==> src/rtl/bitstream_deframer.sv <==
// Serial-to-byte deframer: hunts for SYNC_WORD, then emits FRAME_BYTES MSB-first payload bytes.
// Define DEFRAMER_CHECKSUM_EN to receive and verify a trailing XOR checksum byte per frame.
module bitstream_deframer #(
    parameter logic [7:0] SYNC_WORD   = 8'hA5,
    parameter int         FRAME_BYTES = 4
) (
    input  logic       clk,
    input  logic       rst,
    input  logic       data_in,
    input  logic       data_in_valid,
    output logic [7:0] data_out,
    output logic       data_out_valid,
    output logic       frame_start,
    output logic       frame_end,
    output logic       frame_err,
    output logic       locked
);

    localparam logic [1:0] ST_HUNT    = 2'd0;
    localparam logic [1:0] ST_PAYLOAD = 2'd1;
    localparam logic [1:0] ST_CHECK   = 2'd2;
    localparam logic [7:0] LAST_BYTE  = 8'(FRAME_BYTES - 1);

    logic [1:0] state_q, state_d;
    logic [7:0] window_q, window_d;
    logic [3:0] fill_q, fill_d;
    logic [7:0] shift_q, shift_d;
    logic [2:0] bit_cnt_q, bit_cnt_d;
    logic [7:0] byte_cnt_q, byte_cnt_d;
    logic [7:0] data_out_q, data_out_d;
    logic       data_out_valid_q, data_out_valid_d;
    logic       frame_start_q, frame_start_d;
    logic       frame_end_q, frame_end_d;
    logic       frame_err_q, frame_err_d;
    logic       locked_q, locked_d;

    logic [7:0] win_shift_s;
    logic [7:0] byte_shift_s;
    logic [3:0] fill_inc_s;

`ifdef DEFRAMER_CHECKSUM_EN
    logic [7:0] xor_q, xor_d;

    function automatic logic [7:0] xor_accum(input logic [7:0] acc, input logic [7:0] b);
        return acc ^ b;
    endfunction
`endif

    // Next-state, datapath and registered-output computation
    always_comb begin
        state_d          = state_q;
        window_d         = window_q;
        fill_d           = fill_q;
        shift_d          = shift_q;
        bit_cnt_d        = bit_cnt_q;
        byte_cnt_d       = byte_cnt_q;
        data_out_d       = data_out_q;
        data_out_valid_d = 1'b0;
        frame_start_d    = 1'b0;
        frame_end_d      = 1'b0;
        frame_err_d      = 1'b0;
`ifdef DEFRAMER_CHECKSUM_EN
        xor_d            = xor_q;
`endif
        win_shift_s  = {window_q[6:0], data_in};
        byte_shift_s = {shift_q[6:0], data_in};
        fill_inc_s   = (fill_q == 4'd8) ? 4'd8 : fill_q + 4'd1;

        if (data_in_valid) begin
            case (state_q)
                ST_HUNT: begin
                    window_d = win_shift_s;
                    fill_d   = fill_inc_s;
                    // fill saturates at 8 so stale bits from before HUNT can never complete a sync
                    if ((fill_inc_s == 4'd8) && (win_shift_s == SYNC_WORD)) begin
                        state_d    = ST_PAYLOAD;
                        shift_d    = 8'd0;
                        bit_cnt_d  = 3'd0;
                        byte_cnt_d = 8'd0;
`ifdef DEFRAMER_CHECKSUM_EN
                        xor_d      = 8'd0;
`endif
                    end else begin
                        state_d = ST_HUNT;
                    end
                end
                ST_PAYLOAD: begin
                    shift_d   = byte_shift_s;
                    bit_cnt_d = bit_cnt_q + 3'd1;
                    if (bit_cnt_q == 3'd7) begin
                        data_out_d       = byte_shift_s;
                        data_out_valid_d = 1'b1;
                        frame_start_d    = (byte_cnt_q == 8'd0);
`ifdef DEFRAMER_CHECKSUM_EN
                        xor_d            = xor_accum(xor_q, byte_shift_s);
`endif
                        if (byte_cnt_q == LAST_BYTE) begin
`ifdef DEFRAMER_CHECKSUM_EN
                            state_d     = ST_CHECK;
`else
                            state_d     = ST_HUNT;
                            frame_end_d = 1'b1;
                            window_d    = 8'd0;
                            fill_d      = 4'd0;
`endif
                        end else begin
                            byte_cnt_d = byte_cnt_q + 8'd1;
                        end
                    end else begin
                        data_out_valid_d = 1'b0;
                    end
                end
                ST_CHECK: begin
`ifdef DEFRAMER_CHECKSUM_EN
                    shift_d   = byte_shift_s;
                    bit_cnt_d = bit_cnt_q + 3'd1;
                    if (bit_cnt_q == 3'd7) begin
                        state_d     = ST_HUNT;
                        frame_end_d = 1'b1;
                        frame_err_d = (byte_shift_s != xor_q);
                        window_d    = 8'd0;
                        fill_d      = 4'd0;
                    end else begin
                        state_d = ST_CHECK;
                    end
`else
                    state_d  = ST_HUNT;
                    window_d = 8'd0;
                    fill_d   = 4'd0;
`endif
                end
                default: begin
                    state_d  = ST_HUNT;
                    window_d = 8'd0;
                    fill_d   = 4'd0;
                end
            endcase
        end else begin
            state_d = state_q;
        end

        locked_d = (state_d != ST_HUNT);
    end

    // State and output registers, cleared asynchronously by active-low rst
    always_ff @(posedge clk or negedge rst) begin
        if (!rst) begin
            state_q          <= ST_HUNT;
            window_q         <= 8'd0;
            fill_q           <= 4'd0;
            shift_q          <= 8'd0;
            bit_cnt_q        <= 3'd0;
            byte_cnt_q       <= 8'd0;
            data_out_q       <= 8'd0;
            data_out_valid_q <= 1'b0;
            frame_start_q    <= 1'b0;
            frame_end_q      <= 1'b0;
            frame_err_q      <= 1'b0;
            locked_q         <= 1'b0;
`ifdef DEFRAMER_CHECKSUM_EN
            xor_q            <= 8'd0;
`endif
        end else begin
            state_q          <= state_d;
            window_q         <= window_d;
            fill_q           <= fill_d;
            shift_q          <= shift_d;
            bit_cnt_q        <= bit_cnt_d;
            byte_cnt_q       <= byte_cnt_d;
            data_out_q       <= data_out_d;
            data_out_valid_q <= data_out_valid_d;
            frame_start_q    <= frame_start_d;
            frame_end_q      <= frame_end_d;
            frame_err_q      <= frame_err_d;
            locked_q         <= locked_d;
`ifdef DEFRAMER_CHECKSUM_EN
            xor_q            <= xor_d;
`endif
        end
    end

    assign data_out       = data_out_q;
    assign data_out_valid = data_out_valid_q;
    assign frame_start    = frame_start_q;
    assign frame_end      = frame_end_q;
    assign frame_err      = frame_err_q;
    assign locked         = locked_q;

endmodule

==> config.mk <==
export PLATFORM = sky130hd
export DESIGN_NAME = bitstream_deframer
export DESIGN_NICKNAME = d
export VERILOG_FILES = /design/src/rtl/bitstream_deframer.sv
export SDC_FILE = /design/constraint.sdc
export NUM_CORES = 1
export LEC_CHECK = 0
export CAP_MARGIN = 30
export CELL_PAD_IN_SITES_DETAIL_PLACEMENT = 2
export CELL_PAD_IN_SITES_GLOBAL_PLACEMENT = 2
export CORE_UTILIZATION = 38
export CTS_CLUSTER_SIZE = 30
export DETAILED_ROUTE_END_ITERATION = 7
export PLACE_DENSITY = 0.87
export SLEW_MARGIN = 20
export SYNTH_ARGS = -nofsm -noshare
export SYNTH_HDL_FRONTEND = slang
export SYNTH_SLANG_ARGS = --single-unit
==> constraint.sdc <==
create_clock -name clk -period 2.3 [get_ports clk]
set_clock_uncertainty 0.15 [all_clocks]
set_input_delay 0.23 -clock clk [delete_from_list [all_inputs] [get_ports clk]]
set_output_delay 0.23 -clock clk [all_outputs]
set_load 0.01 [all_outputs]
=== Yosys cells after proc, flatten, opt, wreduce, memory -nomap -nowiden ===
Index checks and enable logic that the tools add are counted.

* Register bits after elaboration: 43
* Output and inout port bits: 13

* $add $sub $neg: 3
* Eq/ne operators: 10
* Multiplexer cells: 29
* Reductions and logical operators: 9

{| class="wikitable"
|+ Operator list
! operator !! number
|-
| $pmux W7 S2 || 2
|-
| $mux W8 || 3
|-
| $pmux W8 S2 || 1
|-
| $mux W7 || 2
|-
| $mux W4 || 3
|-
| $mux W1 || 11
|-
| $reduce_and A3 Y1 || 3
|-
| $add A8 B1 Y8 const B || 1
|-
| $eq A4 B4 Y1 const B || 2
|-
| $eq A8 B2 Y1 const B || 1
|-
| $eq A8 B8 Y1 const B || 1
|-
| $logic_not A8 Y1 || 1
|-
| $ne A2 B2 Y1 const B || 4
|-
| $pmux W4 S2 || 1
|-
| $mux W2 || 3
|-
| $pmux W3 S2 || 1
|-
| $reduce_and A5 Y1 || 1
|-
| $add A4 B1 Y4 const B || 1
|-
| $pmux W2 S2 || 1
|-
| $reduce_bool A2 Y1 || 2
|-
| $add A3 B1 Y3 const B || 1
|-
| $eq A3 B3 Y1 const B || 1
|-
| $mux W3 || 1
|-
| $eq A2 B1 Y1 const B || 1
|-
| other kinds (2) || 2
|}

=== Logic depth before layout (Yosys ltp) ===
* Depth in word-level cells: 8
* Mapped depth: 8
* Mapped depth without buffers: 7

=== Worst setup path before layout ===
No wires, ideal clock.

* Kind: flip-flop to flip-flop
* Start: register fill_q[0]
* End: register bit_cnt_q[0]
* Library setup time: 0.125 ns
* Data arrival time: 1.747 ns
* Path slack: 0.278 ns
* Stages on the path, launching flop included: 8
* Path buffers: 0
* Clock period less this slack: 2.022 ns
* Cells stage by stage: dfrtp_1 -> inv_1 -> ha_1 -> nor4bb_1 -> nand4b_1 -> a21oi_1 -> o21ai_2 -> mux2_2

* Word-level cells in the longest chain between the ends: 6
* Elaborated cells between the ends (all ways): 7
* Those cells by class: 1 x add/sub; 3 x eq/ne; 1 x mux; 2 x reduce/logical

{| class="wikitable"
|+ RTL lines
! what !! line !! RTL
|-
| start: declaration || 26 || <nowiki>logic [3:0] fill_q, fill_d;</nowiki>
|-
| start signal: assignment || 166 || <nowiki>fill_q <= fill_d;</nowiki>
|-
| $add A4 B1 Y4 / $eq A4 B4 Y1 (equally long branches) || 67 || <nowiki>fill_inc_s = (fill_q == 4'd8) ? 4'd8 : fill_q + 4'd1;</nowiki>
|-
| $mux W4 * || 67 ||
|-
| $eq A4 B4 Y1 * || 75 || <nowiki>if ((fill_inc_s == 4'd8) && (win_shift_s == SYNC_WORD)) begin</nowiki>
|-
| $logic_and A1 B1 Y1 * || 75 ||
|-
| $ne A2 B2 Y1 (no line) * || -- ||
|-
| $reduce_and A3 Y1 (no line) * || -- ||
|-
| end signal: assignment || 168 || <nowiki>bit_cnt_q <= bit_cnt_d;</nowiki>
|-
| end: declaration || 28 || <nowiki>logic [2:0] bit_cnt_q, bit_cnt_d;</nowiki>
|}

Mark *: on every way between the ends. The rest lies on a longest branch, timed or not.
A chain may end at the register's enable or synchronous reset.

=== Final worst setup path ===
Same ends and word-level chain as after synthesis.

==> flow_metrics.tcl <==
set metrics [dict create \
    final_core_util 0.490 \
    num_antenna_cells 0 \
    rsz0062_at_grt "no" \
    routabilityCongestion 0.756 \
    synth_edf_count 0 \
    slew_violations 0 \
    cts_root_buf "clkbuf_8" \
    regArea_um2 1080 \
    min_period_ns 2.22 \
    rows 25 \
    yosys.area.top_type "dfrtp_1" \
    drtPass1Iterations 4 \
    overflow 0 \
    slowest_stage "dfrtp_1" \
    timing.rr.start "fill_q[0]$_DFFE_PN0P_" \
    critPathArrivalTime_ns 2.27 \
    cts_max_path_buffers 2 \
    syn_to_final_growth_pct 22.7 \
    crit_chain "inv_1 -> ha_4 -> nor4bb_2 -> nand4b_1 -> a21oi_4 -> o21ai_4 -> mux2_2" \
    via_per_inst 5.65 \
    routed_wl_mm 5.76 \
    wl_per_cell_um 22.6 \
    synthDistinctLibCells 38 \
    setup_violations 0 \
    crit_path_start_kind "register" \
    die_area_um2 5320 \
    fmax_ghz 0.450 \
    power.density_nw_per_um2 1090 \
    slowest_delay_ns 0.42 \
    io_buffers 15 \
    cp-end-kind "register" \
    r2r-end "bit_cnt_q[0]$_DFFE_PN0P_" \
    grt_pass1_vias 1648 \
    clk_latency_ns 0.31 \
    drtIter0Drc 103 \
    clkSinkCount 43 \
    clk_pin_slew_ns 0.09 \
    min_path_type "primary input to asynchronous set/reset pin" \
    syn-num-nets 171 \
    vias 1441 \
    synth.yosys.seq_area_share 0.562 \
    r2r_slack_ns 0.08 \
    whs_ns 0.186 \
    die_h_um 73.0 \
    worstPathMaxFanout 10 \
    drtAntennaViolNets 0 \
    multi_input_area_um2 813 \
    maxCapViolations 0 \
    place_inst 245 \
    ios 17 \
    fin_cells 255 \
    cts_tree "yes" \
    reg2reg_depth 7 \
    synth_top_area_share 0.562 \
    fin_crit_sh 0.966 \
    final_nets 197 \
    critPathRequiredTime_ns 2.34 \
    h-tree-depth 2 \
    grt_max_degree 17 \
    max-vdd-ir-drop_mv 0.561 \
    core_um2 4790 \
    synthFlopType "dfrtp_1" \
    synth.ff_latch_count 43 \
    synthArstFlopShare 1.00 \
    initial_core_util 0.400 \
    syn_avg_cell_area_um2 11.9 \
    antenna_found_initial 0 \
    p_leak_nw 1.11 \
    drive_gt1_frac 0.207 \
    fp.dieW_um 73.0 \
    finalHoldViolations 0 \
    cts_made_buffers 5 \
    hpwlAfterDp_mm 3.75 \
    status "finished clean" \
    drcViolationCount 0 \
    fillCellCount 496 \
    yosys_warnings 0 \
    grt_use_total 0.248 \
    grt_pass1_wl_mm 9.25 \
    syn_inst 161 \
    synth_area_um2 1910 \
    synth.area.top_cells "dfrtp_1 56%, a22o_1 8.7%, mux2_2 5.3%" \
    criticalPathCategory "register to register" \
]
report_power, final:
group,total (W),internal [W],switching (W)
logic,0.000796,0.000414,0.000382
registers,0.00113,0.000956,0.000179
clock network,0.000628,0.000352,0.000277
total,0.00256,0.00172,0.000838
cell families after synthesis:
group / Yosys count / synth area share
AOI/OAI and AO/OA: 43 / 0.169
DFF: 43 / 0.562
and+or+nand+nor: 43 / 0.127
buffers and inverters: 14 / 0.0373
muxes: 10 / 0.0582
adders and majority gates: 6 / 0.0392
other: 1 / 0.00196
xor gates and xnor gates: 1 / 0.00458
repair_timing:
| item | in CTS | in global routing |
|---|---|---|
| hold buffers | 1 | 0 |
| endpoints found under the setup margin | 18 | 19 |
| hold endpoints to repair | 12 | 0 |
| buffers inserted | 0 | 1 |
| gates resized for setup | 3 | 5 |
| pin swaps | 0 | 2 |
placed cells by master (no fill, tap or decap), drive strengths merged, types with 5 or more instances in the layout:
cell	n
clkbuf	6
a22o	19
o21ai	6
buf	11
a21oi	7
inv	7
clkdlybuf4s50	14
nor2	5
a31oi	6
ha	6
and3	5
nand2	11
dfrtp	43
mux2	9
cells in the mapped netlist, types with 4 or more instances:
cell type and count:
nand2_1 11, ha_1 6, a21oi_1 6, nor2_1 5, nand3_1 4, o21ai_0 5, a22o_1 19, inv_1 7
a31oi_1 6, mux2_2 9, dfrtp_1 43
metal layers:
metal  wire [um]  GRT usage  vias to the layer above  part of all wire
li1            -          -                      640                 -
met1        2270      0.269                      754              0.39
met4         216      0.155                        0             0.038
met3         128     0.0401                       17             0.022
met2        3150      0.451                       30              0.55
met5           0          0                        -                 0
metrics by stage:
stage          setup slack (ns)  total power, W  TNS, ns  cell area (um2)
2_1_floorplan             0.278         0.00147        0             1910
6_report                 0.0771         0.00256        0             2350
5_1_grt                 0.00952         0.00265        0             2350
4_1_cts                 0.00566         0.00253        0             2300
3_5_place_dp            -0.0953         0.00186   -0.284             2160
3_3_place_gp              0.148         0.00173        0             2160
critical path: cells and delay by family (launching register included):
family	cells	cell delay (ns)
adder cells (fa/ha/maj)	1	0.23
AND/OR/NAND/NOR	2	0.51
buffers and inverters	1	0.12
multiplexers	1	0.31
flip-flops	1	0.42
AO/OA/AOI/OAI	2	0.37
area by class of cell:
| cell class | instances | share of cell area |
|---|---|---|
| tap | 67 | 0.0357 |
| sequential | 43 | 0.458 |
| timing repair buffer | 26 | 0.0981 |
| inverter | 7 | 0.0112 |
| multi-input combinational | 104 | 0.346 |
| clock buffer | 6 | 0.0352 |
| clock inverter | 2 | 0.0149 |
flip-flops by register name, summed over array words and instances (netlist names):
signal,flops
bit_cnt_q,3
byte_cnt_q,8
data_out,8
data_out_valid,1
fill_q,4
frame_end,1
frame_start,1
locked,1
shift_q,7
state_q,2
window_q,7
worst max path at each step:
stage / start / to / slack, ns / depth (start not counted)
after floorplan: fill_q[0]$_DFFE_PN0P_ / bit_cnt_q[0]$_DFFE_PN0P_ / 0.28 / 7
after CTS: fill_q[0]$_DFFE_PN0P_ / bit_cnt_q[0]$_DFFE_PN0P_ / 0.006 / 7
after global placement: data_in / byte_cnt_q[1]$_DFFE_PN0P_ / 0.15 / 6
final: fill_q[0]$_DFFE_PN0P_ / bit_cnt_q[0]$_DFFE_PN0P_ / 0.08 / 7
after detailed placement: fill_q[0]$_DFFE_PN0P_ / byte_cnt_q[1]$_DFFE_PN0P_ / -0.1 / 7
after global routing: fill_q[0]$_DFFE_PN0P_ / bit_cnt_q[0]$_DFFE_PN0P_ / 0.01 / 7
Note: power is estimated with default switching activity, not from simulation.
